**src/rtl/key_event_capture_if.sv**
```systemverilog
// CPU-side read bus of key_event_capture: read strobe, read data/valid and interrupt.
// KEY_RELEASE_EVT_EN widens rd_data to 24 bits so it can carry release events.
interface key_event_capture_if;
`ifdef KEY_RELEASE_EVT_EN
  localparam int RD_W = 24;
`else
  localparam int RD_W = 16;
`endif

  logic            rd_en;
  logic [RD_W-1:0] rd_data;
  logic            rd_valid;
  logic            irq;

  modport master (output rd_en, input rd_data, input rd_valid, input irq);
  modport slave  (input rd_en, output rd_data, output rd_valid, output irq);
endinterface

```
**src/rtl/key_event_capture.sv**
```systemverilog
// Push-button conditioner: 2-flop sync, counter debounce, sticky press events, clear-on-read.
// Optional macro KEY_RELEASE_EVT_EN adds sticky release events in rd_data[23:16].
module key_event_capture #(
  parameter int NKEYS           = 4,
  parameter int DEBOUNCE_CYCLES = 50000
) (
  input  logic             clk,
  input  logic             resetn,
  input  logic [NKEYS-1:0] key_n,
  output logic [NKEYS-1:0] key_level,
  key_event_capture_if.slave bus
);

  localparam int CW = $clog2(DEBOUNCE_CYCLES + 1);
`ifdef KEY_RELEASE_EVT_EN
  localparam int EW   = 2 * NKEYS;
  localparam int RD_W = 24;
`else
  localparam int EW   = NKEYS;
  localparam int RD_W = 16;
`endif

  logic [NKEYS-1:0] sync1_q, sync2_q;
  logic [NKEYS-1:0] stable_q, stable_d;
  logic [CW-1:0]    cnt_q [NKEYS];
  logic [CW-1:0]    cnt_d [NKEYS];
  logic [EW-1:0]    evt_q, evt_d, evt_set;
  logic [RD_W-1:0]  rd_data_q, rd_data_d;
  logic             rd_valid_q;
  logic             irq_q;

  // Synchronizer flops reset to all ones so a released key looks released.
  always_ff @(posedge clk or negedge resetn) begin
    if (!resetn) begin
      sync1_q <= '1;
      sync2_q <= '1;
    end else begin
      sync1_q <= key_n;
      sync2_q <= sync1_q;
    end
  end

  // The stable state flips on the DEBOUNCE_CYCLES-th consecutive mismatching cycle.
  always_comb begin
    for (int k = 0; k < NKEYS; k++) begin
      stable_d[k] = stable_q[k];
      cnt_d[k]    = '0;
      if (~sync2_q[k] != stable_q[k]) begin
        if (cnt_q[k] == CW'(DEBOUNCE_CYCLES - 1)) begin
          stable_d[k] = ~stable_q[k];
        end else begin
          cnt_d[k] = cnt_q[k] + CW'(1);
        end
      end
    end
  end

`ifdef KEY_RELEASE_EVT_EN
  assign evt_set = {~stable_d & stable_q, stable_d & ~stable_q};
`else
  assign evt_set = stable_d & ~stable_q;
`endif

  // New events are OR-ed in after the read clear, so an event never gets lost.
  always_comb begin
    evt_d     = (bus.rd_en ? '0 : evt_q) | evt_set;
    rd_data_d = rd_data_q;
    if (bus.rd_en) begin
      rd_data_d                 = '0;
      rd_data_d[NKEYS-1:0]      = evt_q[NKEYS-1:0];
      rd_data_d[8 +: NKEYS]     = stable_q;
`ifdef KEY_RELEASE_EVT_EN
      rd_data_d[16 +: NKEYS]    = evt_q[NKEYS +: NKEYS];
`endif
    end
  end

  always_ff @(posedge clk or negedge resetn) begin
    if (!resetn) begin
      stable_q   <= '0;
      evt_q      <= '0;
      rd_data_q  <= '0;
      rd_valid_q <= 1'b0;
      irq_q      <= 1'b0;
      for (int k = 0; k < NKEYS; k++) begin
        cnt_q[k] <= '0;
      end
    end else begin
      stable_q   <= stable_d;
      evt_q      <= evt_d;
      rd_data_q  <= rd_data_d;
      rd_valid_q <= bus.rd_en;
      irq_q      <= |evt_q;
      for (int k = 0; k < NKEYS; k++) begin
        cnt_q[k] <= cnt_d[k];
      end
    end
  end

  assign key_level    = stable_q;
  assign bus.rd_data  = rd_data_q;
  assign bus.rd_valid = rd_valid_q;
  assign bus.irq      = irq_q;

endmodule

```
**src/flat_wrapper.sv**
```systemverilog
// flat-port wrapper written by rule: the top's interface ports become plain ports
module key_event_capture_flat 
#(
  parameter int NKEYS           = 4,
  parameter int DEBOUNCE_CYCLES = 50000
)
  (clk, resetn, key_n, key_level, bus_rd_en, bus_rd_data, bus_rd_valid, bus_irq);
  key_event_capture_if bus_i ();
  input  logic clk;
  input  logic resetn;
  input  logic [NKEYS-1:0] key_n;
  output logic [NKEYS-1:0] key_level;
  input wire logic [$bits(bus_i.rd_en)-1:0] bus_rd_en;
  output wire logic [$bits(bus_i.rd_data)-1:0] bus_rd_data;
  output wire logic [$bits(bus_i.rd_valid)-1:0] bus_rd_valid;
  output wire logic [$bits(bus_i.irq)-1:0] bus_irq;
  assign bus_i.rd_en = bus_rd_en;
  assign bus_rd_data = bus_i.rd_data;
  assign bus_rd_valid = bus_i.rd_valid;
  assign bus_irq = bus_i.irq;
  key_event_capture #(.NKEYS(NKEYS), .DEBOUNCE_CYCLES(DEBOUNCE_CYCLES)) u_core (.clk(clk), .resetn(resetn), .key_n(key_n), .key_level(key_level), .bus(bus_i));
endmodule
```
**config.mk**
```make
export PLATFORM = sky130hd
export DESIGN_NAME = key_event_capture_flat
export DESIGN_NICKNAME = d
export VERILOG_FILES = /design/src/rtl/key_event_capture_if.sv /design/src/rtl/key_event_capture.sv /design/src/flat_wrapper.sv
export SDC_FILE = /design/constraint.sdc
export NUM_CORES = 1
export LEC_CHECK = 0
export ABC_AREA = 1
export CAP_MARGIN = 10
export CORE_MARGIN = 2
export CORE_UTILIZATION = 40
export DETAILED_ROUTE_END_ITERATION = 12
export GPL_TIMING_DRIVEN = 0
export SYNTH_ARGS = -nofsm -noshare
export SYNTH_HDL_FRONTEND = slang
export SYNTH_SLANG_ARGS = --single-unit
```
**constraint.sdc**
```tcl
create_clock -name clk -period 1.55 [get_ports clk]
set_input_delay 0.3875 -clock clk [delete_from_list [all_inputs] [get_ports clk]]
set_output_delay 0.3875 -clock clk [all_outputs]
set_load 0.005 [all_outputs]
```
==> Word-level counts from Yosys, hierarchy flattened <==
Cells that the tools add are included.
{ "totals": {"reg_bits": 90, "out_inout_bits": 22, "inputBits": 7} }
{ "op_classes": {"n_mux": 17, "n_reduce_logical": 1, "add_sub_neg": 4, "n_eq_ne": 8, "bitwise": 11} }
{ "ops": {"columns": ["cell", "count"], "rows": [
  ["2-to-1 mux 16 bit", 8],
  ["adder 16 x 1 -> 16 bit, second input constant", 4],
  ["equality test 16 bit, second input constant", 4],
  ["2-to-1 mux 1 bit", 8],
  ["inverter 1 bit", 8],
  ["AND 4 bit", 1],
  ["2-to-1 mux 4 bit", 1],
  ["!= test 1 bit", 4],
  ["inverter 4 bit", 1],
  ["OR 4 bit", 1],
  ["OR reduction 4 bit", 1]
]} }

==> Depth between registers and ports, before layout <==
{ "depth": {"word_depth": 5, "mapped_depth": 8, "ltp_nobuf": 8} }

==> Least setup slack after synthesis <==
OpenSTA, ideal clock, no wires.
{ "synth_timing": {"path_type": "flip-flop to flip-flop", "from": "register u_core.cnt_q[32] (netlist bit)", "to": "register u_core.cnt_q[35] (netlist bit)", "required_time_ps": 1424, "stages_incl_launch_ff": 7, "path_slack_ps": 246, "setup_time_ps": 126, "arrival_ps": 1178, "cell_sequence": "dfrtp_1 -> ha_1 -> nand3_1 -> nor2_1 -> nand2_1 -> nand2_2 -> nor3_1"} }
{ "synth_rtl": {"columns": ["item", "line_no", "rtl"], "rows": [
  ["start, declared", "key_event_capture.sv:25", "logic [CW-1:0] cnt_q [NKEYS];"],
  ["start signal, assigned by index", "key_event_capture.sv:95", "cnt_q[k] <= cnt_d[k];"]
]} }

==> Worst setup path after layout <==
{ "layout_timing": {"from": "register u_core.stable_q[0], in the netlist u_core.key_level[0]", "to": "output port key_level[0]"} }
{ "layout_rtl": {"columns": ["item", "line_no", "rtl"], "rows": [
  ["start, declared", "key_event_capture.sv:24", "logic [NKEYS-1:0] stable_q, stable_d;"],
  ["start signal, assigned", "key_event_capture.sv:89", "stable_q <= stable_d;"],
  ["end, declared", "flat_wrapper.sv:12", "output logic [NKEYS-1:0] key_level;"]
]} }
No word-level cell between the ends.

==> key figures <==
Global route
  • Total global routing overflow: 0
  • Gr usage total: 0.163
  • First-pass GRT wire length: 16300 um
  • Initial antenna violation count: 0
  • Vias in the first global route: 3537
  • Largest net degree at the start of global routing: 47

Timing
  • Max Freq: 0.689 GHz
  • Fin. Hold Viols: 0
  • Setup tns final: 0 ns
  • Max-Slew Margin vs Limit: 0.605
  • Tcrit/Tclk final: 0.936
  • RSZ-0062 raised after global routing: no
  • Min Tclk post-route: 1.45 ns
  • Layout Skew: 0.00579 ns
  • Setup violators final: 0
  • Hold Worst Slack: 0.0452 ns
  • Count of pins over their slew limit: 0
  • Actual slew at the worst max-slew pin: 0.593 ns

Route
  • Vias: 3553
  • DR iter-0 viols: 124
  • First-pass DRT Iterations: 4
  • Final wirelength: 9110 um
  • Drt drc: 0
  • DRT antenna net count: 0
  • DR WL/cell: 11.9 um
  • DR vias/cell: 4.64

Finish
  • Post-Route Utilization: 0.489
  • Fin area: 0.00535 mm2
  • Synth-to-layout area growth: 17.8%
  • Final net count: 631
  • Register area: 0.00226 mm2
  • Most common cell after layout, fill and taps aside: nor2_1
  • # diodes: 0
  • Most frequent cells in the layout: 138 x nor2_1, 127 x nand2_1, 82 x dfrtp_1
  • Share of layout cells above drive strength 1: 0.112
  • Area of the multi-input gates: 0.00204 mm2
  • Fill count: 1090

Synth
  • Synth Area in XOR/XNOR: 0.0579
  • #FFs+latches synth: 90
  • Synth warn: 0
  • Mux share of post-synthesis cell area: 0.00992
  • Mapped cell area: 0.00454 mm2
  • Post-Syn Instances: 577
  • Distinct cells, synth: 32
  • Adder-cell share of the synthesized area: 0.0110
  • Seq/Total Area, Yosys: 0.498
  • Largest family of logic cells by synthesized area: simple AND/OR/NAND/NOR gates
  • Simple-gate share of the synthesized area: 0.312
  • Avg Inst Size Synth: 7.87 um2
  • Synth Area in Compound Gates: 0.0361

Clock tree
  • CTS tree: built
  • Root buffer cell: clkbuf_16
  • Htree depth: 3
  • CTS Buf Count: 9
  • Hold buffers post-CTS: 0
  • Maximum root-to-sink buffer count: 2
  • Clock latency on the worst-skew pair: 0.34 ns
  • Clk sink count: 90
  • CTS clk-pin slew, worst paths: 0.06 ns

Floorplan
  • # IOs: 29
  • Full die area: 0.0122 mm2
  • Die X: 111 um
  • Initial Util: 0.415
  • Cell row count: 38
  • CORE AREA: 0.0109 mm2
  • Die height: 111 um

Hold path
  • Hold Crit Class: in2async

Power and ir drop
  • Peak VDD IR: 0.822 mV
  • Power consumption: 4.86 mW
  • LEAKAGE: 2.49 nW
  • Cell Pwr Density: 909 mW/mm2

Placed design
  • I/O Buffers: 20
  • Gpl congestion: 0.849
  • Post-Place Cell Area: 0.00497 mm2
  • HPWL after detailed placement: 6460 um

Setup path
  • Buffers & Inverters on Critical Path: 1
  • Required @ worst endpoint: 1.16 ns
  • CP cell instances: dlygate4sd2_1
  • CP Max Fanout: 5
  • Arr. time, crit path: 1.06 ns
  • CP top delay family: flip-flops
  • Crit path launch type: flip-flop
  • Kind of critical path: reg2out
  • CP Capture Type: primary output
  • CP max stage delay: 0.43 ns
  • CP max stage cell: dfrtp_1

Run
  • Max_cap viols: 0

Outcome
  • Status: completed
[kinds of logic after synthesis]
family,count (synthesis)
AO/OA/AOI/OAI,30
other,1
flip-flops,90
buffers and inverters,81
XOR/XNOR,30
AND/OR/NAND/NOR,337
multiplexers,4
adder cells (fa/ha/maj),4
[worst reg2reg max path: stages (launching register included)]
cell and delay (ns):
dfrtp_1 0.41, ha_2 0.24, nand3_1 0.15, nor2_2 0.20, nand3_4 0.13, nand2_4 0.12
nor2_1 0.05
[power by group]
part | switching, mW | internal (mW)
clock | 0.899 | 1.29
combinational | 0.143 | 0.0906
sequential | 0.0393 | 2.40
total | 1.08 | 3.78
[per-stage QoR]
stage               cells  setup slack [ns]
finish                765            0.0996
global route          765           0.00789
CTS                   765            0.0128
detailed placement    745            -0.395
global placement      744             -3.26
floorplan             584             0.246
[synth_stat cells (all sizes together)]
cell,instances,share of area
conb,1,0.00083
nor2,146,0.12
clkbuf,1,0.00083
ha,4,0.011
nand4,6,0.0083
nor3,9,0.016
dfrtp,82,0.45
xnor2,5,0.0096
mux2,4,0.0099
dfstp,8,0.046
o21ai,9,0.0099
a21oi,16,0.018
o21bai,3,0.0050
nand2,131,0.11
buf,9,0.014
inv,71,0.059
xor2,25,0.048
o22ai,2,0.0028
or2,2,0.0028
nand3,42,0.050
and2,1,0.0014
[flip-flops by register name, indices dropped and copies added (netlist names)]
name	flops
u_core.bus.irq	1
u_core.bus.rd_data	8
u_core.bus.rd_valid	1
u_core.cnt_q	64
u_core.evt_q	4
u_core.key_level	4
u_core.sync1_q	4
u_core.sync2_q	4
[final cells by class]
cell class                      instances  area share
Buffer                                 10      0.0131
Inverter                               71      0.0498
Clock buffer                           11      0.0454
Timing Repair Buffer                   25      0.0444
Multi-Input combinational cell        413       0.382
Clock inverter                          5      0.0101
Tap cell                              140      0.0327
Sequential cell                        90       0.423
[routing by layer]
| metal | global-route usage | vias to the layer above | wire length (um) |
|---|---|---|---|
| met5 | 0 | - | 0 |
| met4 | 0.0517 | 0 | 97 |
| met3 | 0.0494 | 8 | 342 |
| met2 | 0.259 | 54 | 4260 |
| met1 | 0.213 | 1637 | 4410 |
| li1 | - | 1854 | - |
[timing repair]
item                       4_1_cts  5_1_grt
setup endpoints to repair       27       42
cloned                           0        0
pin swaps                        1        2
gates resized for setup         17       14
setup buffers                    4        0
[path summary, 6_finish.rpt]
check / startpoint / end / slack, ns / cells past startpoint
worst max-delay path: u_core.key_level[0] / key_level[0] / 0.1 / 1
worst min-delay path: resetn / u_core.cnt_q[25] / 0.05 / 1
worst max register to register: u_core.cnt_q[0] / u_core.cnt_q[8] / 0.12 / 6
worst min register to register: u_core.sync1_q[1] / u_core.sync2_q[1] / 0.36 / 0
max in group asynchronous: resetn / u_core.sync1_q[0] / 0.82 / 2
min in group clk: u_core.sync1_q[1] / u_core.sync2_q[1] / 0.36 / 0
(Power assumes the default switching activity.)
